==> src/rtl/tdc_frame_sequencer.sv <==
// tdc_frame_sequencer
// Captures a DATASIZE-bit TDC snapshot on each accepted sample tick and sends it to uart_tx
// as one framed packet: SYNC, SEQ, data bytes LSB-first, then the XOR of SEQ and the data bytes.
// A watchdog drops a frame whose byte is not acknowledged within TIMEOUT_CYC cycles.
// Ticks that arrive while a frame is in progress are dropped and counted.
//
// Ports
//   clk10m       system clock, posedge
//   rst_n        asynchronous reset, active-low
//   sample_tick  one-cycle capture/send request (accepted only when idle)
//   sample_data  snapshot, sampled in the tick-accept cycle only
//   tx_push      one-cycle byte strobe to uart_tx
//   tx_byte      byte to send, held from one push until the next
//   tx_done      uart_tx byte-complete pulse
//   busy         frame in progress
//   frame_done   one-cycle pulse: checksum byte acknowledged
//   frame_abort  one-cycle pulse: watchdog expired, frame dropped
//   seq_num      sequence number of the next frame
//   overrun_cnt  saturating count of dropped ticks
module tdc_frame_sequencer #(
  parameter int unsigned DATASIZE    = 128,
  parameter logic [7:0]  SYNC_BYTE   = 8'hA5,
  parameter int unsigned TIMEOUT_CYC = 2048
) (
  input  logic                clk10m,
  input  logic                rst_n,
  input  logic                sample_tick,
  input  logic [DATASIZE-1:0] sample_data,
  output logic                tx_push,
  output logic [7:0]          tx_byte,
  input  logic                tx_done,
  output logic                busy,
  output logic                frame_done,
  output logic                frame_abort,
  output logic [7:0]          seq_num,
  output logic [7:0]          overrun_cnt
);

  localparam int unsigned NBytes  = DATASIZE / 8;
  localparam int unsigned LastIdx = NBytes + 2;
  localparam int unsigned IdxW    = $clog2(LastIdx + 1);
  localparam int unsigned WdogW   = (TIMEOUT_CYC > 1) ? $clog2(TIMEOUT_CYC) : 1;

  typedef enum logic [1:0] {StIdle, StSend, StWait} state_e;

  state_e              state_q;
  logic [DATASIZE-1:0] shadow_q;
  logic [IdxW-1:0]     idx_q;
  logic [7:0]          csum_q;
  logic [WdogW-1:0]    wdog_q;
  logic                tx_push_q;
  logic [7:0]          tx_byte_q;
  logic                busy_q;
  logic [7:0]          seq_q;
  logic [7:0]          ovr_q;

  logic [IdxW-1:0] idx_nxt;
  logic [IdxW-1:0] data_k;
  logic [7:0]      next_byte;
  logic            is_last;
  logic            wdog_exp;

  assign idx_nxt  = idx_q + IdxW'(1);
  assign data_k   = idx_nxt - IdxW'(2);
  assign is_last  = (idx_q == IdxW'(LastIdx));
  assign wdog_exp = (wdog_q == WdogW'(TIMEOUT_CYC - 1));

  // Byte for the slot after the current one; byte(0) is loaded straight from SYNC_BYTE.
  // csum_q already covers byte(idx_q) here, so it is complete when the checksum slot is next.
  always_comb begin
    next_byte = 8'h00;
    if (idx_nxt == IdxW'(1)) begin
      next_byte = seq_q;
    end else if (idx_nxt == IdxW'(LastIdx)) begin
      next_byte = csum_q;
    end else begin
      next_byte = 8'(shadow_q >> {data_k, 3'b000});
    end
  end

  // End-of-frame pulses coincide with the last WAIT cycle, so a tick in that cycle is dropped.
  assign frame_done  = (state_q == StWait) && tx_done && is_last;
  assign frame_abort = (state_q == StWait) && !tx_done && wdog_exp;

  always_ff @(posedge clk10m or negedge rst_n) begin
    if (!rst_n) begin
      state_q   <= StIdle;
      shadow_q  <= '0;
      idx_q     <= '0;
      csum_q    <= 8'h00;
      wdog_q    <= '0;
      tx_push_q <= 1'b0;
      tx_byte_q <= 8'h00;
      busy_q    <= 1'b0;
      seq_q     <= 8'h00;
      ovr_q     <= 8'h00;
    end else begin
      tx_push_q <= 1'b0;
      if (sample_tick && (state_q != StIdle) && (ovr_q != 8'hFF)) begin
        ovr_q <= ovr_q + 8'd1;
      end
      case (state_q)
        StIdle: begin
          if (sample_tick) begin
            shadow_q  <= sample_data;
            idx_q     <= '0;
            csum_q    <= 8'h00;
            tx_byte_q <= SYNC_BYTE;
            tx_push_q <= 1'b1;
            busy_q    <= 1'b1;
            state_q   <= StSend;
          end
        end
        StSend: begin
          // SYNC and the checksum itself are excluded from the checksum.
          if ((idx_q != '0) && !is_last) begin
            csum_q <= csum_q ^ tx_byte_q;
          end
          wdog_q  <= '0;
          state_q <= StWait;
        end
        StWait: begin
          if (tx_done) begin
            if (is_last) begin
              seq_q   <= seq_q + 8'd1;
              busy_q  <= 1'b0;
              state_q <= StIdle;
            end else begin
              idx_q     <= idx_nxt;
              tx_byte_q <= next_byte;
              tx_push_q <= 1'b1;
              state_q   <= StSend;
            end
          end else if (wdog_exp) begin
            seq_q   <= seq_q + 8'd1;
            busy_q  <= 1'b0;
            state_q <= StIdle;
          end else begin
            wdog_q <= wdog_q + WdogW'(1);
          end
        end
        default: state_q <= StIdle;
      endcase
    end
  end

  assign tx_push     = tx_push_q;
  assign tx_byte     = tx_byte_q;
  assign busy        = busy_q;
  assign seq_num     = seq_q;
  assign overrun_cnt = ovr_q;

endmodule

==> config.mk <==
export PLATFORM = sky130hd
export DESIGN_NAME = tdc_frame_sequencer
export DESIGN_NICKNAME = d
export VERILOG_FILES = /design/src/rtl/tdc_frame_sequencer.sv
export SDC_FILE = /design/constraint.sdc
export NUM_CORES = 1
export LEC_CHECK = 0
export ABC_AREA = 1
export BUFFER_PORTS_ARGS = -buffer_cell sky130_fd_sc_hd__buf_2
export CORE_MARGIN = 5
export CORE_UTILIZATION = 45
export DETAILED_ROUTE_END_ITERATION = 16
export PLACE_DENSITY_LB_ADDON = 0.15
export SETUP_SLACK_MARGIN = 0.3
export SYNTH_ARGS = -nofsm -noshare
export SYNTH_HDL_FRONTEND = slang
export SYNTH_SLANG_ARGS = --single-unit
==> constraint.sdc <==
create_clock -name clk10m -period 3.8 [get_ports clk10m]
set_input_delay 0.57 -clock clk10m [delete_from_list [all_inputs] [get_ports clk10m]]
set_output_delay 0.57 -clock clk10m [all_outputs]
set_load 0.1 [all_outputs]
==> impl_metrics.csv <==
group,metric,value,unit
outcome,status,"finished, final reports clean",
run,drv_cap,0,
yosys,ys_seq_area_frac,0.513,
critical_path,crit_required,3.23,ns
global_routing,overflow,0,
sta,fin_crit,2.78,ns
critical_path,start_kind,"flip-flop",
finish,drive_gt1_frac,0.168,
yosys,synth_edf_count,0,
yosys,synth_area_per_cell,7.57,um2
yosys,synth_area_leader_cell,"dfrtp_1",
clock_network,path_clk_slew,0.07,ns
drt,drt-initial-drc-count,673,
pwr,ir_drop,0.000379,V
sta,clock_skew,0.00990,ns
critical_path,rr_worst_depth,14,
yosys,ys_types,34,
critical_path,r2r-start,"idx_q[0]",
pwr,seqPwrFrac,0.349,
critical_path,path_max_fanout,23,
yosys,ys_warn_count,0,
drt,top_layer,"met4",
critical_path,reg2reg_to,"tx_byte[6]",
clock_network,htreeDepth,4,
sta,slew_headroom,0.356,
finish,final_nets,1433,
yosys,synth.top_cell.area_share,0.513,
clock_network,cts_tree,"built",
critical_path,end_kind,"primary output",
drt,vias_per_cell,4.91,
clock_network,cts.sinks,180,
clock_network,clock-root-buffer,"clkbuf_16",
sta,period_share,0.732,
yosys,yosysMostFrequentCell,"nand2_1",
drt,met1_length,10800,um
sta,fin_tns_setup,0,ns
yosys,yosys-top-cells-area,"dfrtp_1 (51%), nand2_1 (27%), nand3_1 (3.4%)",
sta,rsz0062_at_grt,"no",
pwr,p_leak,5.63,nW
place,port_buffers,159,
critical_path,path_class,"flip-flop to primary output",
yosys,synthArstFlopShare,1.00,
yosys,syn_inst,1160,
pwr,p_comb_frac,0.470,
drt,vias,7696,
drt,route.final.wire_length,22900,um
clock_network,ctsResizeCount,0,
floorplan,core,19300,um2
sta,slew_violations,0,
global_routing,grt_pass1_vias,7629,
pwr,p_switching,4.31,mW
drt,firstDrtPassIters,5,
critical_path,arrival,2.21,ns
floorplan,die_width,150,um
pwr,powerDensity,902,nW/um2
clock_network,cts_buffers,17,
floorplan,io_pins,160,
sta,fin_ws,1.02,ns
drt,detail_route.wl_per_cell,14.6,um
global_routing,antenna_found_initial,0,
global_routing,grt_pass1_wl,37900,um
critical_path,crit_family,"buffers and inverters",
yosys,yosys.area_share.simple,0.349,
yosys,yosys.area_share.adder,0.0128,
critical_path,crit_chain,"inv_2 -> ha_1 -> nand4_2 -> nor2_1 -> buf_2",
yosys,ys_seq_elements,180,
pwr,switching_share,0.464,
finish,diodes,0,
floorplan,chipHeight,150,um
sta,hold_viol_final,0,
pwr,p_int,4.97,mW
clock_network,cts_setup_buffers,0,
clock_network,hold_buffers,0,
place,dp_slack,1.15,ns
floorplan,rows,51,
floorplan,dieArea,22400,um2
clock_network,clockBufferDepth,2,
critical_path,cp_slowest_cell,"dfrtp_2",
critical_path,rrSetupSlack,1.15,ns
drt,wl_met2,10600,um
yosys,synth_top_family_by_area,"simple AND/OR/NAND/NOR gates",
place,gp_congestion,0.835,
critical_path,path_buf_inv,2,
place,dp_hpwl,15700,um
drt,dr_wl_met3,1190,um
yosys,synth_compound_area_frac,0.0549,
hold_path,hold_path_class,"input pin to async pin",
finish,area_growth,17.3,%
sta,setup_viol,0,
sta,worst_slew_pin_slew,0.967,ns
yosys,synth_common_cells,"nand2_1 (621), dfrtp_1 (180), nand3_1 (60), a21oi_1 (53), inv_1 (41)",
yosys,synth_top_flop_cell,"dfrtp_1",
finish,final_core_util,0.533,
drt,antenna_left,0,
floorplan,start_util,0.454,
yosys,synthMuxAreaShare,0.00128,
global_routing,grt_max_degree,110,
yosys,syn_nets,1301,
yosys,yosys.area_share.xor_xnor,0.0190,
critical_path,cp_slowest_stage_delay,0.47,ns
drt,route.detailed.drc,0,
sta,fmax,360,MHz
yosys,synth_area,8780,um2
pwr,power_frac_clock,0.181,
clock_network,insertion_delay,0.43,ns
finish,fillers,1878,
global_routing,grtUsageTotal,0.212,
per-layer routing:
| metal | vias up | track usage |
|---|---|---|
| met5 | - | 0 |
| met4 | 0 | 0.0586 |
| met3 | 22 | 0.0351 |
| met2 | 198 | 0.334 |
| met1 | 3577 | 0.306 |
| li1 | 3899 | - |
power by group through the flow:
| stage | Clock (mW) | Sequential (mW) | Combinational, mW |
|---|---|---|---|
| 2_1_floorplan | 0 | 3.63 | 2.88 |
| 3_3_place_gp | 0 | 3.26 | 4.32 |
| 3_5_place_dp | 0 | 3.25 | 4.38 |
| 4_1_cts | 1.72 | 3.23 | 4.41 |
| 5_1_grt | 1.80 | 3.34 | 4.95 |
| 6_report | 1.68 | 3.24 | 4.36 |
worst max path at each step:
stage / startpoint / slack (ns) / to / depth (start not counted)
floorplan: idx_q[0] / 0.76 / frame_done / 6
global placement: idx_q[0] / 1.22 / tx_byte[6] / 14
detailed placement: idx_q[0] / 1.15 / tx_byte[6] / 14
CTS: idx_q[0] / 0.99 / frame_done / 5
global route: idx_q[0] / 0.83 / tx_byte[6] / 14
finish: idx_q[0] / 1.02 / frame_done / 5
registers in the layout, summed over array words and instances, names as in the netlist:
register / flops
overrun_cnt: 8
busy: 1
seq_num: 8
tx_push: 1
shadow_q: 128
csum_q: 8
idx_q: 5
wdog_q: 11
state_q: 2
tx_byte: 8
kinds of logic after synthesis:
family,Yosys count
adders and majority gates,9
and+or+nand+nor,763
DFF,180
muxes,1
xor gates and xnor gates,19
AOI/OAI and AO/OA,86
buffers and inverters,102
cell usage in the layout (no fill, tap or decap), drive strengths merged:
| master | count |
|---|---|
| and3 | 7 |
| clkinv | 8 |
| ha | 9 |
| o2111ai | 1 |
| dfrtp | 180 |
| a21oi | 53 |
| xnor2 | 8 |
| nor3 | 9 |
| clkbuf | 22 |
| o31ai | 1 |
| nand2 | 625 |
| mux2 | 1 |
| inv | 44 |
| xor2 | 11 |
| buf | 169 |
| nor2 | 46 |
| nand3 | 61 |
| o22ai | 5 |
| a32o | 1 |
| o21ai | 17 |
| bufinv | 1 |
| clkinvlp | 1 |
| nand4 | 15 |
| a22oi | 8 |
through the flow:
step | total power [mW] | hold slack, ns | std cells | instance area, um2
floorplan | 6.52 | 0.274 | 1160 | 8780
global placement | 7.58 | 0.462 | 1538 | 9750
detailed placement | 7.63 | 0.466 | 1538 | 9750
CTS | 9.37 | 0.254 | 1568 | 10300
global route | 10.1 | 0.285 | 1568 | 10300
finish | 9.29 | 0.223 | 1568 | 10300
worst reg2reg max path: cells and delay by family, from the launching register on:
kind            cells  cell delay, ns
simple gates        6            0.38
flops               1            0.47
buf+inv             4            0.94
compound gates      2            0.28
fa+ha+maj           2            0.53
final cells by class:
| cell class | count | area, um2 | area share |
|---|---|---|---|
| multi-input combinational | 878 | 3840 | 0.373 |
| inverter | 46 | 176 | 0.0171 |
| clock inverter | 8 | 78.8 | 0.00765 |
| tap | 265 | 332 | 0.0322 |
| clock buffer | 22 | 474 | 0.0460 |
| timing repair buffer | 169 | 890 | 0.0864 |
| sequential | 180 | 4510 | 0.437 |
(Power assumes the default switching activity.)
